`src/rtl/pwm_pkg.sv`:
```
// Shared types and default sizing for the multichannel PWM generator.
package pwm_pkg;

    localparam int PWM_NUM_CH_DEF = 4;
    localparam int PWM_CNT_W_DEF  = 16;

    typedef enum logic {
        ALIGN_EDGE   = 1'b0,
        ALIGN_CENTER = 1'b1
    } pwm_align_e;

    typedef enum logic {
        CNT_UP   = 1'b0,
        CNT_DOWN = 1'b1
    } pwm_dir_e;

endpackage

```
`src/rtl/pwm_compare_ch.sv`:
```
// One PWM channel: duty compare against the shared counter, polarity and output register.
module pwm_compare_ch
    import pwm_pkg::*;
#(
    parameter int CNT_W = PWM_CNT_W_DEF
) (
    input  logic             i_clock,
    input  logic             i_reset,
    input  logic             i_enable,
    input  logic [CNT_W-1:0] i_cnt,
    input  logic [CNT_W-1:0] i_duty,
    input  logic             i_invert,
    output logic             o_pwm
);

    logic w_raw;
    logic r_pwm;

    assign w_raw = (i_cnt < i_duty);

    // While disabled the pin rests at its idle level, which is the polarity bit itself.
    always_ff @(posedge i_clock) begin
        if (i_reset) begin
            r_pwm <= 1'b0;
        end else if (!i_enable) begin
            r_pwm <= i_invert;
        end else begin
            r_pwm <= w_raw ^ i_invert;
        end
    end

    assign o_pwm = r_pwm;

endmodule

```
`src/rtl/pwm_multichannel.sv`:
```
// N-channel PWM generator: shared edge/centre-aligned counter with shadowed configuration.
module pwm_multichannel
    import pwm_pkg::*;
#(
    parameter int NUM_CH = PWM_NUM_CH_DEF,
    parameter int CNT_W  = PWM_CNT_W_DEF
) (
    input  logic                    i_clock,
    input  logic                    i_reset,
    input  logic                    i_enable,
    input  logic                    i_load,
    input  logic [CNT_W-1:0]        i_period,
    input  logic [NUM_CH*CNT_W-1:0] i_duty,
    input  logic                    i_center_mode,
    input  logic [NUM_CH-1:0]       i_invert,
    output logic [NUM_CH-1:0]       o_pwm_out,
    output logic                    o_period_end
);

    typedef struct packed {
        logic [CNT_W-1:0]             period;
        logic [NUM_CH-1:0][CNT_W-1:0] duty;
        pwm_align_e                   mode;
        logic [NUM_CH-1:0]            invert;
    } pwm_cfg_t;

    pwm_cfg_t   r_active;
    pwm_cfg_t   r_pending;
    logic       r_pending_valid;
    logic [CNT_W-1:0] r_cnt;
    pwm_dir_e   r_state;
    logic       r_period_end;

    pwm_cfg_t   w_load_cfg;
    logic       w_boundary;
    logic       w_apply;

    always_comb begin
        w_load_cfg        = '0;
        w_load_cfg.period = i_period;
        w_load_cfg.duty   = i_duty;
        w_load_cfg.mode   = i_center_mode ? ALIGN_CENTER : ALIGN_EDGE;
        w_load_cfg.invert = i_invert;
    end

    // Centre periods of 0 or 1 never enter the down leg, so their last cycle is cnt==P.
    always_comb begin
        w_boundary = 1'b0;
        if (r_active.mode == ALIGN_EDGE) begin
            w_boundary = (r_cnt == r_active.period);
        end else if (r_active.period <= CNT_W'(1)) begin
            w_boundary = (r_cnt == r_active.period);
        end else begin
            w_boundary = (r_state == CNT_DOWN) && (r_cnt == CNT_W'(1));
        end
    end

    assign w_apply = !i_enable || w_boundary;

    always_ff @(posedge i_clock) begin
        if (i_reset) begin
            r_cnt        <= '0;
            r_state      <= CNT_UP;
            r_period_end <= 1'b0;
        end else if (!i_enable) begin
            r_cnt        <= '0;
            r_state      <= CNT_UP;
            r_period_end <= 1'b0;
        end else begin
            r_period_end <= w_boundary;
            if (w_boundary) begin
                r_cnt   <= '0;
                r_state <= CNT_UP;
            end else begin
                case (r_state)
                    CNT_UP: begin
                        if (r_active.mode == ALIGN_CENTER && r_cnt == r_active.period) begin
                            r_state <= CNT_DOWN;
                            r_cnt   <= r_cnt - CNT_W'(1);
                        end else begin
                            r_cnt <= r_cnt + CNT_W'(1);
                        end
                    end
                    CNT_DOWN: r_cnt <= r_cnt - CNT_W'(1);
                    default:  r_state <= CNT_UP;
                endcase
            end
        end
    end

    // A load landing on an apply cycle bypasses the pending registers.
    always_ff @(posedge i_clock) begin
        if (i_reset) begin
            r_active        <= '0;
            r_pending       <= '0;
            r_pending_valid <= 1'b0;
        end else if (w_apply) begin
            if (i_load) begin
                r_active <= w_load_cfg;
            end else if (r_pending_valid) begin
                r_active <= r_pending;
            end
            r_pending_valid <= 1'b0;
        end else if (i_load) begin
            r_pending       <= w_load_cfg;
            r_pending_valid <= 1'b1;
        end
    end

    for (genvar g = 0; g < NUM_CH; g++) begin : g_ch
        pwm_compare_ch #(
            .CNT_W (CNT_W)
        ) u_ch (
            .i_clock  (i_clock),
            .i_reset  (i_reset),
            .i_enable (i_enable),
            .i_cnt    (r_cnt),
            .i_duty   (r_active.duty[g]),
            .i_invert (r_active.invert[g]),
            .o_pwm    (o_pwm_out[g])
        );
    end

    assign o_period_end = r_period_end;

endmodule

```
`config.mk`:
```
export PLATFORM = sky130hd
export DESIGN_NAME = pwm_multichannel
export DESIGN_NICKNAME = d
export VERILOG_FILES = /design/src/rtl/pwm_pkg.sv /design/src/rtl/pwm_compare_ch.sv /design/src/rtl/pwm_multichannel.sv
export SDC_FILE = /design/constraint.sdc
export NUM_CORES = 1
export LEC_CHECK = 0
export BUFFER_PORTS_ARGS = -buffer_cell sky130_fd_sc_hd__buf_2
export CAP_MARGIN = 20
export CORE_ASPECT_RATIO = 0.75
export CORE_MARGIN = 2
export CORE_UTILIZATION = 34
export CTS_CLUSTER_DIAMETER = 200
export DETAILED_ROUTE_END_ITERATION = 10
export SLEW_MARGIN = 20
export SYNTH_ARGS = -nofsm -noshare
export SYNTH_HDL_FRONTEND = slang
export SYNTH_HIERARCHICAL = 1
export SYNTH_SLANG_ARGS = --single-unit
```
`constraint.sdc`:
```
create_clock -name i_clock -period 2.99 [get_ports i_clock]
set_input_delay 0.4485 -clock i_clock [delete_from_list [all_inputs] [get_ports i_clock]]
set_output_delay 0.4485 -clock i_clock [all_outputs]
set_load 0.05 [all_outputs]
```
; Word-level counts from Yosys, hierarchy flattened
; Index checks and enable logic that the tools add are counted.
[op_classes]
addsub = 2
multipliers = 0
div = 0
order_cmp = 5
n_eq_ne = 2
n_shift = 0
muxes = 13
bitwise_logic = 7
n_reduce_logical = 10
[ops]
columns = op, count
row1 = 85-bit 2-to-1 mux, 2
row2 = 16-bit < comparator, 4
row3 = 16-bit one-hot mux with 2 select lines, 1
row4 = "16-bit by 1-bit adder with 16-bit output, second input constant", 1
row5 = "16-bit by 1-bit == test with 1-bit output, second input constant", 1
row6 = 16-bit == test, 1
row7 = "16-bit by 1-bit <= comparator with 1-bit output, second input constant", 1
row8 = 16-bit 2-to-1 mux, 1
row9 = "16-bit by 1-bit subtractor with 16-bit output, second input constant", 1
row10 = 1-bit 2-to-1 mux, 9
row11 = 2-bit AND reduction, 2
row12 = 2-bit OR reduction, 2
row13 = 1-bit XOR, 4
row14 = 1-bit inverter, 3
row15 = 3-bit OR reduction, 1
row16 = 1-bit logical AND, 2
row17 = 2-bit nonzero test, 1
row18 = 1-bit zero test, 1
row19 = 1-bit logical OR, 1
[word_totals]
ff_bits = 193
latch_bits = 0
ram_bits = 0
mem_bits_ro = 0
in_bits = 89
out_inout_bits = 5
word_cells = 61
mem_count = 0

; Depth between registers and ports, before layout
[logic_depth]
ltp_word = 7
depth_mapped = 10
ltp_nobuf = 8

; Hierarchy
; The synthesis kept the hierarchy.
[by_module_without_submodules]
columns = module, instances, cells_each, area_per_inst_um2
row1 = pwm_multichannel, 1, 965, 8363.0
row2 = pwm_compare_ch, 4, 57, 447.9

; Least setup slack after synthesis
; No wires, ideal clock.
[synth_timing]
kind = register -> register
from = register r_cnt[5]
to = register r_active[26] (netlist name)
setup_time_ps = 150
t_arrival_ps = 2673
slack_ps = 167
path_stages_with_launch = 10
n_path_buf = 4
period_less_slack_ps = 2823
cell_sequence = dfxtp_1 buf_2 or4_1 buf_2 or4_4 o41ai_4 a21o_2 buf_2 buf_2 a221oi_1
[synth_between]
elab_chain_cells = 6
elab_cells_between_ends = 7
[synth_rtl]
columns = item, line
row1 = from (decl), pwm_multichannel.sv:30  ; logic [CNT_W-1:0] r_cnt;
row2 = from (signal assigned), pwm_multichannel.sv:79  ; r_cnt <= r_cnt - CNT_W'(1);
row3 = from (signal assigned), pwm_multichannel.sv:81  ; r_cnt <= r_cnt + CNT_W'(1);
row4 = from (signal assigned), pwm_multichannel.sv:84  ; CNT_DOWN: r_cnt <= r_cnt - CNT_W'(1);
row5 = 16-bit by 1-bit == test with 1-bit output, pwm_multichannel.sv:54  ; w_boundary = (r_state == CNT_DOWN) && (r_cnt == CNT_W'(1));
row6 = 1-bit logical AND, pwm_multichannel.sv:54
row7 = 1-bit 2-to-1 mux, pwm_multichannel.sv:51  ; end else if (r_active.period <= CNT_W'(1)) begin
row8 = 1-bit 2-to-1 mux *, pwm_multichannel.sv:49  ; if (r_active.mode == ALIGN_EDGE) begin
row9 = 1-bit logical OR *, pwm_multichannel.sv:58  ; assign w_apply = !i_enable || w_boundary;
row10 = 2-bit AND reduction (no line) *, -
row11 = to (signal assigned), pwm_multichannel.sv:99  ; r_active <= w_load_cfg;
row12 = to (signal assigned), pwm_multichannel.sv:101  ; r_active <= r_pending;
row13 = to (decl), pwm_multichannel.sv:27  ; pwm_cfg_t r_active;
; Mark *: on every way between the ends. The rest lies on a longest branch, timed or not.
; A chain may end at the register's enable or synchronous reset.

; Worst setup path in the final report
[layout_timing]
from = register r_cnt[6]
to = register r_pending[39] (netlist name)
[layout_between]
elab_chain_cells = 7
elab_cells_between_ends = 8
[layout_rtl]
columns = item, line
row1 = 16-bit by 1-bit == test with 1-bit output, pwm_multichannel.sv:54
row2 = 1-bit logical AND, pwm_multichannel.sv:54
row3 = 1-bit 2-to-1 mux, pwm_multichannel.sv:51
row4 = 1-bit 2-to-1 mux *, pwm_multichannel.sv:49
row5 = 1-bit logical OR *, pwm_multichannel.sv:58
row6 = 1-bit inverter (no line) *, -
row7 = 2-bit AND reduction (no line) *, -
row8 = to (signal assigned), pwm_multichannel.sv:105  ; r_pending <= w_load_cfg;
row9 = to (decl), pwm_multichannel.sv:28  ; pwm_cfg_t r_pending;
; Marked as above.

==> impl_results.md <==
- Cell mode on critical path: buf_4
- Min Clock Period, post-route: 2.79 ns
- Mapped cell area: 10200 um2
- Yosys reg bits: 193
- Status: finished clean
- PwrDens: 521 nW/um2
- Worst Hold End: r_pending[72]$_SDFFE_PP0P_
- DP Area: 11200 um2
- Clk slew on worst S/H paths: 0.08 ns
- Layout cells sized above 1: 20.1%
- Routed Antenna Nets: 0
- Critical Path AT: 3.15 ns
- # Post-CTS Setup Buffers: 0
- CP endpoint kind: flip-flop
- R2r setup slk: 0.20 ns
- Post-Route WL: 27900 um
- RSZ-0062 raised after global routing: false
- Initial DRC count: 619
- Share of Yosys cell area claimed by the top area cell type: 38.0%
- Reg-to-Reg Start: r_cnt[6]$_SDFF_PP0_
- Synth Flop Type: dfxtp_1
- First-pass GRT wire length: 44900 um
- Antenna diodes: 0
- Slowest cell on the critical path: or4_1
- Synth Warn #: 6
- Clock Tree Root: clkbuf_16
- Unique masters post-synth: 55
- Crit-path leading delay family: simple AND/OR/NAND/NOR gates
- Clk network pwr share: 36.6%
- I/O Pins: 94
- Clk_lat worst skew: 0.43 ns
- Vias in the first global route: 8425
- I/O Buffers: 93
- Via density per instance: 5.31
- R2R cell count: 8
- Final-stage net count: 1408
- Mapped Cells: 1193
- CP Cell Sequence: or4_1, or4_4, o41ai_4, buf_4, a211o_2, buf_4, nand2_1, a21oi_1
- Async set-reset flop share out of synthesis: 0%
- Net Switching: 1.84 mW
- Leak Pwr: 4.68 nW
- Critical path fanouts, max: 34
- Hold path depth: 3
- Levels on crit path: 8
- Antenna violations before repair: 0
- Post-route cell area: 11700 um2
- RD Place Congestion: 0.901
- TritonRoute pass-1 iters: 6
- WP data required: 3.35 ns
- Gr usage total: 17.9%
- Comb pwr share: 16.9%
- Max Cap Viol: 0
- Setup slack at placement: 0.200 ns
- RR Endpoint: r_pending[39]$_SDFFE_PP0P_
- Syn_nets: 1345
- Pint: 4.27 mW
- Hold Buf Count CTS: 0
- Core region area: 29300 um2
- Seq pwr share: 46.5%
- Area leader, netlist: dfxtp_1
- CP Launch Type: flip-flop
- Peak VDD IR: 0.371 mV
- Htree depth: 4
- TNS Setup: 0 ns
- Crit-path max cell delay: 0.54 ns
- CTS sink count: 193
- WL/cell: 16.8 um
- WS Path Type: flip-flop to flip-flop
- Hold Vio Cnt, Final: 0
- Hold_sp: i_period[3]
- Die X-Extent: 204 um
- Endpoints failing setup: 0
- CTS Buf Count: 17
- Final Cycle Share: 93.3%
- Clock Skew: 0.0139 ns
- Rows: 54
- DP HPWL: 18800 um
- Final Max Tran Viols: 0
- Post-synth EDFFs: 0
- Area Growth Syn to Fin: 15.5%
- Syn Area/Cell: 8.51 um2
- Critical path buffers and inverters: 2
- Switching share of power: 30.2%
- CTS tree: done
- Largest net degree at the start of global routing: 79
- CTS resizes: 0
- Clock Tree Buf Depth: 2
- Die Area: 31300 um2
- Via Count: 8813
- Die Y: 154 um
- Slew HR: 48.9%
- Initial Utilization: 34.7%
- Seq/Total Area, Yosys: 38.0%
- Area contributors post-synth: dfxtp_1, ha_1, a221oi_2
- Worst setup margin: 0.199 ns
- DRC: 0
- Fmax: 0.358 GHz
- Type of the worst min-delay path: primary input to flip-flop
- Worst-margin pin slew: 0.760 ns
- Overflow after GRT: 0
## placed cells by master (no fill, tap or decap), drive strengths merged, types with 13 or more instances in the layout
cell    count
nor2       15
dfxtp     193
nand4      14
nand2     189
nor4       23
o22ai      86
a21oi     106
nor3       29
clkbuf     17
buf       134
inv       167
xor2       16
nand3      18
ha         63
mux2       13
a221oi     85
## kinds of logic (layout without fill, tap and decap cells)
group	after synthesis	in the layout	share of synthesized area (%)
buffers and inverters	248	324	9.88
muxes	18	18	1.93
adders and majority gates	63	63	7.76
xor gates and xnor gates	17	17	1.47
and+or+nand+nor	332	332	16.1
AOI/OAI and AO/OA	322	322	24.9
DFF	193	193	38.0
## how the worst max path moves through the flow
| stage | startpoint | endpoint |
|---|---|---|
| after floorplan | r_cnt[5]$_SDFF_PP0_ | r_active[26]$_SDFFE_PP0P_ |
| after global placement | r_cnt[6]$_SDFF_PP0_ | r_pending[60]$_SDFFE_PP0P_ |
| after detailed placement | r_cnt[6]$_SDFF_PP0_ | r_pending[39]$_SDFFE_PP0P_ |
| after CTS | r_cnt[6]$_SDFF_PP0_ | r_pending[48]$_SDFFE_PP0P_ |
| after global routing | r_cnt[6]$_SDFF_PP0_ | r_pending[39]$_SDFFE_PP0P_ |
| final | r_cnt[6]$_SDFF_PP0_ | r_pending[39]$_SDFFE_PP0P_ |
## power groups by stage
| stage | registers, mW | logic [mW] | clock network [mW] |
|---|---|---|---|
| 2_1_floorplan | 2.90 | 0.717 | 0 |
| 3_3_place_gp | 2.89 | 1.01 | 0 |
| 3_5_place_dp | 2.90 | 1.03 | 0 |
| 4_1_cts | 2.84 | 1.04 | 2.30 |
| 5_1_grt | 2.86 | 1.14 | 2.39 |
| 6_report | 2.84 | 1.03 | 2.24 |
## metal layers
metal / vias to the layer above / share of wire [%] / global-route usage (%)
met5: - / 0 / 0
met4: 0 / 1.1 / 3.96
met3: 26 / 4.5 / 3.90
met2: 193 / 47 / 29.2
met1: 4195 / 48 / 24.2
li1: 4399 / - / -
## flip-flops by register name, indices dropped and copies added, names as in the netlist
signal           flops
g_ch.u_ch/o_pwm      4
o_period_end         1
r_active            85
r_cnt               16
r_pending           85
r_pending_valid      1
r_state              1
## worst reg2reg max path, delay by kind of cell, from the launching register on
| family | cells | cell delay, ns |
|---|---|---|
| buf+inv | 2 | 0.56 |
| compound gates | 3 | 0.67 |
| flops | 1 | 0.31 |
| simple gates | 3 | 1.19 |
## synthesized netlist by cell type (all sizes together), types with 2 or more instances
cell type and number:
a21oi 106, ha 63, clkbuf 62, nor4 23, nor2 15, a2111oi 5, nor2b 4, nand4 14
or2 2, a221oi 85, or4b 2, mux2 13, nand3 18, or3 6, o2111ai 5, nand2 189
buf 28, o22ai 86, mux2i 5, xor2 16, o21ai 9, o41ai 2, nand2b 6, inv 157
nor3 29, and4 2, dfxtp 193, a21o 9, a31oi 2, nor3b 11, and3 4, or4 5
a41o 5, o221ai 2
## per-stage QoR
stage	utilization (%)	cells	total power [mW]	hold slack, ns
after floorplan	-	1193	3.61	0.437
after global placement	38.1	1629	3.91	0.441
after detailed placement	38.1	1629	3.93	0.447
after CTS	40.1	1661	6.18	0.241
after global routing	40.1	1661	6.40	0.242
final	40.1	1661	6.11	0.258
## area by class of cell
type / instances / area [um2]
Inverter: 158 / 593
Tap cell: 392 / 490
Clock buffer: 17 / 425
Fill cell: 2934 / 17500
Multi-Input combinational cell: 752 / 5320
Sequential cell: 193 / 3860
Timing Repair Buffer: 134 / 892
Clock inverter: 15 / 145
(Power assumes the default switching activity.)
